==> config.mk <==
export PLATFORM = sky130hd
export DESIGN_NAME = mux_nto1_rr_reg
export DESIGN_NICKNAME = d
export VERILOG_FILES = /design/src/rtl/mux_nto1_rr_reg.sv
export SDC_FILE = /design/constraint.sdc
export NUM_CORES = 1
export LEC_CHECK = 0
export ABC_AREA = 1
export BUFFER_PORTS_ARGS = -buffer_cell sky130_fd_sc_hd__clkbuf_2
export CAP_MARGIN = 40
export CORE_MARGIN = 1
export CORE_UTILIZATION = 47
export CTS_CLUSTER_DIAMETER = 50
export DETAILED_ROUTE_END_ITERATION = 10
export GPL_TIMING_DRIVEN = 0
export PLACE_DENSITY = 0.8
export REMOVE_ABC_BUFFERS = 1
export SYNTH_ARGS = -nofsm -noshare
export SYNTH_HDL_FRONTEND = slang
export SYNTH_SLANG_ARGS = --single-unit
==> constraint.sdc <==
create_clock -name clk -period 7.1 [get_ports clk]
set_clock_uncertainty 0.15 [all_clocks]
set_input_delay 0.355 -clock clk [delete_from_list [all_inputs] [get_ports clk]]
set_output_delay 0.355 -clock clk [all_outputs]
set_load 0.005 [all_outputs]
==> src/rtl/mux_nto1_rr_reg.sv <==
// N-channel registered multiplexer with valid/ready handshake.
// Selects a producer either by an explicit index or by round-robin over the
// valid channels. The selected word passes through a one-entry output
// register and is tagged with the index of the channel it came from.
//
// Output stage states:
//   state | meaning
//   EMPTY | output register holds no word, out_valid=0
//   FULL  | output register holds a word, out_valid=1
module mux_nto1_rr_reg #(
    parameter int WIDTH    = 8,
    parameter int CHANNELS = 4,
    localparam int SELW    = $clog2(CHANNELS)
) (
    input  logic                        clk,
    input  logic                        rst,
    input  logic                        mode,
    input  logic [SELW-1:0]             sel,
    input  logic [CHANNELS-1:0]         in_valid,
    input  logic [CHANNELS*WIDTH-1:0]   in_data,
    output logic [CHANNELS-1:0]         in_ready,
    output logic                        out_valid,
    output logic [WIDTH-1:0]            out_data,
    output logic [SELW-1:0]             out_ch,
    input  logic                        out_ready
);

    typedef enum logic {EMPTY = 1'b0, FULL = 1'b1} state_t;

    state_t            state_q, state_d;
    logic [WIDTH-1:0]  data_q, data_d;
    logic [SELW-1:0]   ch_q, ch_d;
    logic [SELW-1:0]   ptr_q, ptr_d;

    logic              load_en;
    logic              rr_hi_found, rr_lo_found;
    logic [SELW-1:0]   rr_hi, rr_lo;
    logic              grant_valid;
    logic [SELW-1:0]   grant;
    logic [WIDTH-1:0]  grant_data;
    logic              xfer;

    assign out_valid = (state_q == FULL);
    assign out_data  = data_q;
    assign out_ch    = ch_q;
    assign load_en   = !out_valid || out_ready;

    // Round-robin search: the lowest valid index at or above the pointer wins;
    // failing that, the lowest valid index below the pointer (wrap-around).
    always_comb begin
        rr_hi_found = 1'b0;
        rr_lo_found = 1'b0;
        rr_hi       = '0;
        rr_lo       = '0;
        for (int i = CHANNELS - 1; i >= 0; i--) begin
            if (in_valid[i]) begin
                if (i >= int'(ptr_q)) begin
                    rr_hi_found = 1'b1;
                    rr_hi       = SELW'(i);
                end else begin
                    rr_lo_found = 1'b1;
                    rr_lo       = SELW'(i);
                end
            end
        end
    end

    // Grant selection; an out-of-range sel in explicit mode grants nothing.
    always_comb begin
        grant_valid = 1'b0;
        grant       = '0;
        if (!mode) begin
            grant_valid = (int'(sel) < CHANNELS);
            grant       = sel;
        end else if (rr_hi_found) begin
            grant_valid = 1'b1;
            grant       = rr_hi;
        end else if (rr_lo_found) begin
            grant_valid = 1'b1;
            grant       = rr_lo;
        end
    end

    // One-hot ready towards the granted producer, plus the granted data word.
    always_comb begin
        in_ready   = '0;
        grant_data = '0;
        for (int i = 0; i < CHANNELS; i++) begin
            if (grant == SELW'(i)) begin
                in_ready[i] = load_en && grant_valid && !rst;
                grant_data  = in_data[i*WIDTH +: WIDTH];
            end
        end
    end

    assign xfer = |(in_valid & in_ready);

    // Next state of the output buffer and the round-robin pointer.
    always_comb begin
        state_d = state_q;
        data_d  = data_q;
        ch_d    = ch_q;
        ptr_d   = ptr_q;
        if (xfer) begin
            state_d = FULL;
            data_d  = grant_data;
            ch_d    = grant;
            if (mode) begin
                ptr_d = (grant == SELW'(CHANNELS - 1)) ? '0 : grant + SELW'(1);
            end
        end else if ((state_q == FULL) && out_ready) begin
            state_d = EMPTY;
        end
    end

    // State registers; reset drops any buffered word immediately.
    always_ff @(posedge clk or posedge rst) begin
        if (rst) begin
            state_q <= EMPTY;
            data_q  <= '0;
            ch_q    <= '0;
            ptr_q   <= '0;
        end else begin
            state_q <= state_d;
            data_q  <= data_d;
            ch_q    <= ch_d;
            ptr_q   <= ptr_d;
        end
    end

endmodule

Word-level counts from Yosys, hierarchy flattened
Index checks and enable logic that the tools add are counted.
{"block": "classes", "add_sub_neg": 1, "multipliers": 0, "div": 0, "n_lt_le_gt_ge": 3, "n_eq_ne": 3, "n_shift": 0, "muxes": 43, "bitwise_logic": 1, "n_reduce_logical": 10}
{"op": "$mux 2", "count": 17}
{"op": "$mux 8", "count": 4}
{"op": "$mux 1", "count": 22}
{"op": "$and 4x4->4", "count": 1}
{"op": "$eq 2x2->1 const B", "count": 2}
{"op": "$ge 1x2->1 const A", "count": 2}
{"op": "$reduce_or 4->1", "count": 1}
{"op": "$logic_and 1x1->1", "count": 3}
{"op": "$add 2x1->2 const B", "count": 1}
{"op": "$eq 2x1->1 const B", "count": 1}
{"op": "$ge 2x2->1 const A", "count": 1}
{"op": "$logic_not 1->1", "count": 2}
{"op": "$logic_not 2->1", "count": 1}
{"op": "$reduce_and 2->1", "count": 1}
{"op": "$reduce_bool 2->1", "count": 1}
{"op": "$logic_or 1x1->1", "count": 1}
{"block": "word_totals", "reg_bits": 13, "latch_bits": 0, "ram_bits": 0, "romBits": 0, "out_inout_bits": 15, "elab_cells": 65, "n_memories": 0}

Logic depth before layout (Yosys ltp)
Gate-level depths: netlist of the first run.
{"block": "depth", "depth_word": 16, "mapped_depth": 16}

Least setup slack after synthesis of the first run
Ideal clock, no wire load.
{"block": "synth_path", "kind": "reg2out", "start": "reg ptr_q[1]", "end": "out in_ready[3]", "t_arrival_ns": 1.824, "t_required_ns": 6.595, "path_slack_ns": 4.771, "stages_incl_launch_ff": 13, "path_cell_list": "dfrtp_1 nand2_1 nand2_1 nand2_1 inv_1 o2111ai_1 nand3_1 o21ai_0 ha_1 clkbuf_1 clkbuf_1 inv_1 nor2_1"}
{"block": "synth_between", "word_cells_on_any_way": 37, "cone_classes": "order compare: 3; eq/ne: 1; mux: 31; reduce/logical: 2"}
{"element": "from (decl)", "line": "33", "text": "logic [SELW-1:0] ptr_q, ptr_d;"}
{"element": "from (signal assigned)", "line": "127", "text": "ptr_q <= ptr_d;"}
{"element": "$ge 2x2->1", "line": "57", "text": "if (i >= int'(ptr_q)) begin"}
{"element": "$mux 1", "line": "57"}
{"element": "$mux 1", "line": "56", "text": "if (in_valid[i]) begin"}
{"element": "$mux 1", "line": "57"}
{"element": "$mux 1", "line": "56"}
{"element": "$mux 1", "line": "57"}
{"element": "$mux 1", "line": "56"}
{"element": "$mux 2", "line": "78", "text": "end else if (rr_lo_found) begin"}
{"element": "$mux 2 (*)", "line": "75", "text": "end else if (rr_hi_found) begin"}
{"element": "$mux 2 (*)", "line": "72", "text": "if (!mode) begin"}
{"element": "via grant[0]", "line": "39", "text": "logic [SELW-1:0] grant;"}
{"element": "$eq 2x2->1 (*)", "line": "89", "text": "if (grant == SELW'(i)) begin"}
{"element": "$mux 1 (*)", "line": "89"}
{"element": "to (decl)", "line": "21", "text": "output logic [CHANNELS-1:0] in_ready,"}
Mark *: on every way through the listed nets, which the timed path passes. The rest lies on a longest branch.

Worst setup path after layout of the first run
{"block": "layout_path", "start": "reg ptr_q[1]", "end": "out in_ready[1]"}
{"block": "layout_between", "elab_chain_len": 13, "word_cells_on_any_way": 37, "cone_classes": "order compare: 3; eq/ne: 1; mux: 31; reduce/logical: 2"}
{"element": "$ge 2x2->1", "line": "57"}
{"element": "$mux 1", "line": "57"}
{"element": "$mux 1", "line": "56"}
{"element": "$mux 1", "line": "57"}
{"element": "$mux 1", "line": "56"}
{"element": "$mux 1", "line": "57"}
{"element": "$mux 1", "line": "56"}
{"element": "$mux 1", "line": "78"}
{"element": "$mux 1", "line": "75"}
{"element": "$mux 1", "line": "72"}
{"element": "$logic_and 1x1->1 (2 in series)", "line": "90", "text": "in_ready[i] = load_en && grant_valid && !rst;"}
{"element": "$mux 1 (*)", "line": "89"}
Mark *: on every way between the ends. The rest lies on a longest branch, timed or not.

==> reports/qor.csv, run 1 <==
metric,value,unit
initial_core_util,50.9,%
dp_cells,235,
rows,16,
holdWs,138,ps
ys_seq_area_share,31.9,%
reg2reg_to,out_data[3]$_DFFE_PP0P_,
antenna_found_initial,0,
cts_max_path_buffers,2,
core,0.00200,mm2
worst_setup_path_start_kind,flip-flop,
layout-drive-gt1-share,31.5,%
drtIter0Drc,28,
insertion_delay,270,ps
status,"finished, final reports clean",
dieArea,0.00236,mm2
p_leak,0.779,nW
path_buf_inv,3,
finalHoldViolCount,0,
gp_congestion,0.849,
path_clk_slew,70,ps
design_area,0.00134,mm2
setup_viol,0,
grt_pass1_wl,4330,um
place_hpwl,2080,um
num-nets-final,260,
ys_types,21,
avgSynthCellArea,6.45,um2
cap_violations,0,
worstPathMaxFanout,10,
crit_family,buffers and inverters,
postSynthCellCount,158,
critPathArrivalTime,2460,ps
rsz0062_at_grt,false,
cpPeakStageDelay,450,ps
syn2layout_area_growth,31.3,%
worst_hold_path_type,in2reg,
stdcell_count,240,
postCtsSetupBuffers,0,
min_to,out_valid$_DFFE_PP0P_,
ys_ff_latch,13,
grt_pass1_vias,1068,
required,6590,ps
finalMaxSlewViolations,0,
vias_per_cell,5.09,
dr_total_vias,1222,
cp_slowest_cell,dfrtp_1,
hold_start,out_ready,
die_h,48.6,um
rr_startpoint,ptr_q[1]$_DFFE_PP0P_,
crit_path_end_kind,primary output,
routed_wl,2480,um
cts_buffers,3,
drc,0,
cts_tree,yes,
clock_sinks,13,
syn_area,0.00102,mm2
cts_hold_buf,1,
routedWlPerCell,10.3,um
grt_max_degree,19,
path_class,reg2out,
crit_path_frequent_cell,nand2_1,
reg2regPathDepth,14,
die_w,48.6,um
port_buffers,56,
holdPathStages,2,
fmax,337,MHz
io_pins,57,
period_needed,2960,ps
grt_usage,23.1,%
slew_headroom,67.7,%
r2r_setup_slack,4420,ps
ant_nets,0,
placed_area,0.00130,mm2
root_buffer,clkbuf_4,
ir_drop,0.150,mV
worst_slew_pin_slew,484,ps
cts_resized,0,
fillers,185,
yosys_warnings,0,
power.density,273,mW/mm2
antenna_cells,0,
tns,0,ps
timing.final.crit_share,41.8,%
worstPathCellList,nand2_1 > nand2_1 > nand2_1 > inv_1 > o21ai_0 > a22oi_1 > ha_1 > clkinv_1 > nor2_1 > clkbuf_2,
grt_overflow,0,
dr.pass1.iters,4,
h-tree-depth,1,
power,365,uW
-- worst max path at each step --
stage	slack, ps	cells after the start	from	end
after floorplan	4870	10	ptr_q[1]$_DFFE_PP0P_	in_ready[1]
after global placement	4550	10	ptr_q[1]$_DFFE_PP0P_	in_ready[1]
after detailed placement	4500	9	ptr_q[1]$_DFFE_PP0P_	in_ready[1]
after CTS	4160	10	ptr_q[1]$_DFFE_PP0P_	in_ready[1]
after global routing	3870	10	ptr_q[1]$_DFFE_PP0P_	in_ready[1]
final	4140	10	ptr_q[1]$_DFFE_PP0P_	in_ready[1]
-- synthesized netlist by cell type (all sizes together) --
master / instances / area share (%)
o2111ai: 1 / 0.86
o21ai: 22 / 11
nand2: 58 / 23
a21oi: 9 / 4.4
buf: 2 / 1.6
nor2: 9 / 4.3
ha: 4 / 4.9
a22oi: 1 / 0.74
clkinv: 1 / 0.37
clkbuf: 4 / 1.5
nand4: 5 / 3.1
dfrtp: 13 / 32
a31oi: 1 / 0.61
inv: 16 / 5.9
nand3: 12 / 6.4
-- where the power goes --
| part | total, mW | internal, mW | switching, mW |
|---|---|---|---|
| clock | 0.0430 | 0.0218 | 0.0213 |
| sequential | 0.129 | 0.107 | 0.0228 |
| combinational | 0.192 | 0.0779 | 0.114 |
| total | 0.365 | 0.206 | 0.159 |
-- metal layers --
layer,vias to the layer above,global-route usage [%],part of all wire (%)
li1,630,-,-
met1,519,30.1,46
met2,67,39.0,45
met3,6,3.14,7.4
met4,0,8.33,1.6
met5,-,0,0
-- final cells by class --
| type | instances | area (um2) | share of cell area (%) |
|---|---|---|---|
| tap | 27 | 33.8 | 2.53 |
| multi-input combinational | 122 | 598 | 44.7 |
| sequential | 13 | 325 | 24.3 |
| clock buffer | 4 | 26.3 | 1.96 |
| inverter | 17 | 63.8 | 4.77 |
| timing repair buffer | 57 | 290 | 21.7 |
-- sequential cells by signal, summed over array words and instances (netlist names) --
signal and count:
out_data 8, out_valid 1, out_ch 2, ptr_q 2
-- placed cells by master (no fill, tap or decap), drive strengths merged --
cell type	Yosys	final
clkbuf	4	60
nand2	58	58
o21ai	22	22
inv	16	16
dfrtp	13	13
nand3	12	12
a21oi	9	9
nor2	9	9
nand4	5	5
ha	4	4
a22oi	1	1
clkinv	1	1
o2111ai	1	1
a31oi	1	1
dlygate4sd3	0	1
-- logic make-up after synthesis --
family | Yosys count | synth area share (%)
fa+ha+maj | 4 | 4.91
simple gates | 84 | 36.4
buf+inv | 23 | 9.34
compound gates | 34 | 17.4
flops | 13 | 31.9
-- through the flow --
stage          setup WS, ps  utilization, %
2_1_floorplan          4870               -
3_3_place_gp           4550            65.0
3_5_place_dp           4500            65.0
4_1_cts                4160            66.8
5_1_grt                3870            66.8
6_report               4140            66.8
(Power assumes the default switching activity.)
==> inputs of run 2 (changes only) <==
Settings changed: ABC_AREA 1 to 0, CORE_UTILIZATION 47 to 43, PLACE_DENSITY 0.8 to 0.75.
Clock period 7.1 ns to 2.8 ns, I/O delays scaled along.
==> reports/qor.csv, run 2 <==
metric,value,unit,change
gp_congestion,0.773,,-9.0%
timing.final.crit_share,97.2,%,
worst_slew_pin_slew,608,ps,+124 ps
crit_path_end_kind,flip-flop,,
initial_core_util,47.7,%,-3.2 points
async_flop_share,100,%,unchanged
largest_register_ffs,8,,unchanged
cts_max_path_buffers,2,,unchanged
avgSynthCellArea,8.54,um2,+32%
place_hpwl,1800,um,-14%
power.density,705,mW/mm2,+160%
yosys.area.top_type,dfrtp_1,,
dr.pass1.iters,4,,unchanged
worstPathMaxFanout,12,,+2
finalMaxSlewViolations,0,,unchanged
synth_area_leaders,"dfrtp_1 (33%), a221oi_1 (8.1%), a211o_1 (6.3%)",,
grt_max_degree,22,,+3
synth_top_area_share,33.4,%,+1.5 points
ys_types,30,,+43%
synth_edf_count,0,,unchanged
cap_violations,0,,unchanged
rows,16,,unchanged
port_buffers,56,,unchanged
antenna_cells,0,,unchanged
fmax,368,MHz,
insertion_delay,290,ps,+20 ps
h-tree-depth,1,,unchanged
grt.busiest_layer,met2,,
ys.flop_type,dfrtp_1,,
grt_use_met2,41.4,%,+2.5 points
worst_hold_path_type,in2reg,,
grt_overflow,0,,unchanged
path_clk_slew,90,ps,+20 ps
ys_ff_latch,13,,unchanged
layout-drive-gt1-share,45.4,%,+14 points
routedWlPerCell,14.7,um,+42%
antenna_found_initial,0,,unchanged
critPathArrivalTime,2750,ps,+290 ps
finalHoldViolCount,0,,unchanged
fillers,175,,-5.4%
dieArea,0.00246,mm2,+4.3%
slew_headroom,59.4,%,-8.3 points
num-nets-final,232,,-11%
worst_setup_path_start_kind,flip-flop,,
die_h,49.6,um,+2.1%
grt_pass1_vias,981,,-8.1%
syn_area,973,um2,-4.4%
p_leak,0.762,nW,-2.1%
layout_common_cells,"clkbuf_2 (56), inv_1 (12), nand2_1 (12), dfrtp_1 (12)",,
holdWs,25.6,ps,-112 ps
cts_buffers,3,,unchanged
placed_area,0.00123,mm2,-5.2%
grt_pass1_wl,4490,um,+3.5%
use_met1,29.3,%,-0.79 points
synth.top_cells.by_count,"dfrtp_1 (13), inv_1 (12), nand2_1 (12)",,
design_area,0.00150,mm2,+12%
grt_usage,23.9,%,+0.79 points
cts_tree,yes,,
dr_total_vias,1176,,-3.8%
routed_wl,3120,um,+26%
io_pins,57,,unchanged
vias_per_cell,5.55,,+8.9%
postSynthCellCount,114,,-28%
clock_sinks,13,,unchanged
drtIter0Drc,36,,+29%
status,"finished, final reports clean",,
yosys_warnings,0,,unchanged
ant_nets,0,,unchanged
final_common_cell,clkbuf_2,,
power,1.06,mW,+190%
ys_seq_area_share,33.4,%,+1.5 points
path_class,reg2reg,,
setup_viol,0,,unchanged
drc,0,,unchanged
gr-usage-met3,5.86,%,+2.7 points
root_buffer,clkbuf_4,,
die_w,49.6,um,+2.1%
required,2830,ps,-3760 ps
period_needed,2720,ps,
core,0.00204,mm2,+2.0%
ir_drop,0.556,mV,+270%
syn2layout_area_growth,54.2,%,
yosysMostFrequentCell,dfrtp_1,,
[run 2: cell types whose count changed in the layout (fill, tap and decap cells not counted), moves of 6 or more]
| cell | change |
|---|---|
| dlygate4sd3_1 | +7 |
| buf_4 | +9 |
| o21ai_0 | -19 |
| nand3_1 | -11 |
| a221oi_1 | +7 |
| a211o_1 | +7 |
| nand2_1 | -41 |
| a31oi_1 | +6 |
[run 2: critical path, cell delays in order (launching register included)]
cell and delay, ps:
dfrtp_1 400, inv_1 90, a221oi_2 330, a221oi_2 150
or2_4 310, ha_4 210, a22o_1 230, o211a_4 270
nand2_1 120, mux2_2 340
[run 2: worst paths after layout]
path	from	end	slack (ps)	cells past startpoint
worst max-delay path	ptr_q[0]$_DFFE_PP0P_	ptr_q[1]$_DFFE_PP0P_	80	9
worst min-delay path	in_data[17]	out_data[1]$_DFFE_PP0P_	30	4
worst max register to register	ptr_q[0]$_DFFE_PP0P_	ptr_q[1]$_DFFE_PP0P_	80	9
worst min register to register	out_ch[1]$_DFFE_PP0P_	out_ch[1]$_DFFE_PP0P_	380	2
max in group asynchronous	rst	ptr_q[1]$_DFFE_PP0P_	1780	3
min in group asynchronous	rst	out_data[1]$_DFFE_PP0P_	300	3
[run 2: power breakdown]
group	switching [mW]	internal, mW
Combinational	0.294	0.308
Clock	0.0647	0.0555
Sequential	0.0577	0.279
Total	0.416	0.643
[run 2: through the flow]
| step | std cells | setup TNS, ps | worst slack, ps | util (%) |
|---|---|---|---|---|
| after floorplan | 107 | -158 | -98.5 | - |
| after global placement | 190 | -4540 | -596 | 60.4 |
| after detailed placement | 190 | -5230 | -658 | 60.4 |
| after CTS | 203 | 0 | 41.7 | 69.1 |
| after global routing | 212 | -35.5 | -35.5 | 73.5 |
| final | 212 | 0 | 79.6 | 73.5 |
[run 2: layout make-up]
cell class                      count  area [um2]  area share [%]
Multi-Input combinational cell     83         642            42.8
Timing Repair Buffer               73         428            28.5
Sequential cell                    13         327            21.7
Inverter                           12        45.0            3.00
Tap cell                           27        33.8            2.25
Clock buffer                        4        26.3            1.75
[run 2: what timing repair did]
action,4_1_cts,5_1_grt
setup endpoints to repair,14,8
cloned,0,1
setup buffers,1,8
endpoints found under the hold margin,20,0
hold buffers,8,0
pin swaps,1,5
resized for setup,12,5
[run 2: per-layer routing]
layer	part of all wire [%]	up-vias
li1	-	556
met1	40	556
met2	52	55
met3	5.5	9
met4	1.8	0
met5	0	-
[run 2: kinds of logic after synthesis]
| family | count (synthesis) | share of synthesized area (%) |
|---|---|---|
| AOI/OAI and AO/OA | 40 | 31.1 |
| and+or+nand+nor | 35 | 17.0 |
| muxes | 3 | 3.21 |
| adders and majority gates | 4 | 5.14 |
| buffers and inverters | 19 | 10.2 |
| DFF | 13 | 33.4 |
==> inputs of run 3 (changes only) <==
Clock period 2.8 ns to 2.9 ns, I/O delays scaled along.
==> reports/qor.csv, run 3 (synthesized netlist as in run 2, its figures left out) <==
metric,value,unit,change
grt_pass1_wl,4260,um,-4.9%
layout_common_cells,"clkbuf_2 (56), inv_1 (12), nand2_1 (12), dfrtp_1 (12), nor2_1 (9)",,
status,"finished, final reports clean",,
cts_buffers,3,,unchanged
initial_core_util,47.7,%,unchanged
largest_register_ffs,8,,unchanged
h-tree-depth,1,,unchanged
final_common_cell,clkbuf_2,,
finalHoldViolCount,0,,unchanged
worstPathCellList,inv_1 > a221oi_2 > a221oi_2 > or2_2 > ha_4 > a22o_1 > o211a_4 > nand2_1 > mux2_2,,
syn2layout_area_growth,46.3,%,
timing.final.crit_share,98.2,%,+1.1 points
die_w,49.6,um,unchanged
fmax,351,MHz,-4.5%
worst_hold_path_type,in2reg,,
holdWs,44.5,ps,+18.9 ps
routed_wl,2710,um,-13%
cp_slowest_cell,dfrtp_1,,
dieArea,0.00246,mm2,unchanged
power.density,675,mW/mm2,-4.3%
grt_overflow,0,,unchanged
core,0.00204,mm2,unchanged
layout-drive-gt1-share,41.5,%,-3.9 points
cts_tree,yes,,
rows,16,,unchanged
drtIter0Drc,28,,-22%
period_needed,2850,ps,+129 ps
grt_pass1_vias,961,,-2.0%
required,2920,ps,+90 ps
clock_sinks,13,,unchanged
dr.pass1.iters,4,,unchanged
fin_ws,50.9,ps,-28.7 ps
slew_headroom,61.2,%,+1.8 points
worst_setup_path_start_kind,flip-flop,,
gp_congestion,0.773,,unchanged
hold_start,in_data[17],,
grt_max_degree,22,,unchanged
routedWlPerCell,13.3,um,-9.3%
insertion_delay,280,ps,about the same
dp_slack,-558,ps,+100 ps
vias_per_cell,5.34,,-3.7%
setup_viol,0,,unchanged
die_h,49.6,um,unchanged
antenna_found_initial,0,,unchanged
stdcell_count,203,,-4.2%
worst_slew_pin_slew,581,ps,-26.8 ps
ant_nets,0,,unchanged
ir_drop,0.467,mV,-16%
num-nets-final,223,,-3.9%
grt_usage,22.6,%,-1.3 points
cpPeakStageDelay,410,ps,about the same
p_leak,0.719,nW,-5.7%
finalMaxSlewViolations,0,,unchanged
crit_path_frequent_cell,a221oi_2,,
path_class,reg2reg,,
fillers,181,,+3.4%
place_hpwl,1800,um,unchanged
io_pins,57,,unchanged
crit_start,ptr_q[0]$_DFFE_PP0P_,,
dr_total_vias,1084,,-7.8%
critPathArrivalTime,2870,ps,+120 ps
crit_path_end_kind,flip-flop,,
rr_startpoint,ptr_q[0]$_DFFE_PP0P_,,
root_buffer,clkbuf_4,,
drc,0,,unchanged
worstPathMaxFanout,21,,+9
path_clk_slew,80,ps,about the same
port_buffers,56,,unchanged
cts_max_path_buffers,2,,unchanged
dp_cells,190,,unchanged
cap_violations,0,,unchanged
antenna_cells,0,,unchanged
## run 3: worst max-delay path, delay by kind of cell (launching register included)
kind | cells | cell delay [ps]
buf+inv | 1 | 90
fa+ha+maj | 1 | 250
compound gates | 4 | 980
flops | 1 | 410
simple gates | 2 | 520
mux | 1 | 340
## run 3: through the flow
stage | cell area (um2) | utilization (%) | setup TNS (ps) | total power, mW
global route | 1420 | 69.7 | -136 | 1.05
detailed placement | 1230 | 60.4 | -3930 | 0.780
global placement | 1230 | 60.4 | -3240 | 0.767
floorplan | 920 | - | 0 | 0.611
CTS | 1370 | 67.0 | 0 | 0.919
finish | 1420 | 69.7 | 0 | 0.960
## run 3: final timing paths
check	endpoint	slack, ps	cells after the start
max	ptr_q[1]$_DFFE_PP0P_	50	9
min	out_data[1]$_DFFE_PP0P_	40	4
max reg2reg	ptr_q[1]$_DFFE_PP0P_	50	9
min reg2reg	out_ch[1]$_DFFE_PP0P_	390	2
max in group asynchronous	ptr_q[1]$_DFFE_PP0P_	1890	3
min in group asynchronous	out_data[1]$_DFFE_PP0P_	300	3
## run 3: timing repair
item | in CTS | in global routing
hold buffers | 8 | 0
pin swaps | 0 | 1
hold endpoints to repair | 20 | 0
gates cloned | 0 | 0
setup endpoints to repair | 13 | 7
setup buffers | 0 | 1
resized for setup | 7 | 7
## run 3: area by class of cell
type / count / area [um2] / share of cell area, %
well taps: 27 / 33.8 / 2.37
multi-input cells: 82 / 624 / 43.8
flip-flops and latches: 13 / 327 / 22.9
inverters: 12 / 45.0 / 3.16
repair buffers: 65 / 368 / 25.8
clock buffers: 4 / 26.3 / 1.85
## run 3: report_power, final
part	total, mW	internal, mW	switching [mW]	leakage, nW
registers	0.325	0.270	0.0555	0.147
logic	0.524	0.266	0.258	0.557
clock network	0.111	0.0534	0.0574	0.0150
total	0.960	0.589	0.371	0.719
## run 3: routing by layer
metal | vias up | share of wire [%] | global-route usage [%]
li1 | 535 | - | -
met4 | 0 | 0.41 | 4.29
met2 | 36 | 52 | 40.3
met3 | 3 | 4.4 | 5.56
met5 | - | 0 | 0
met1 | 510 | 43 | 27.2
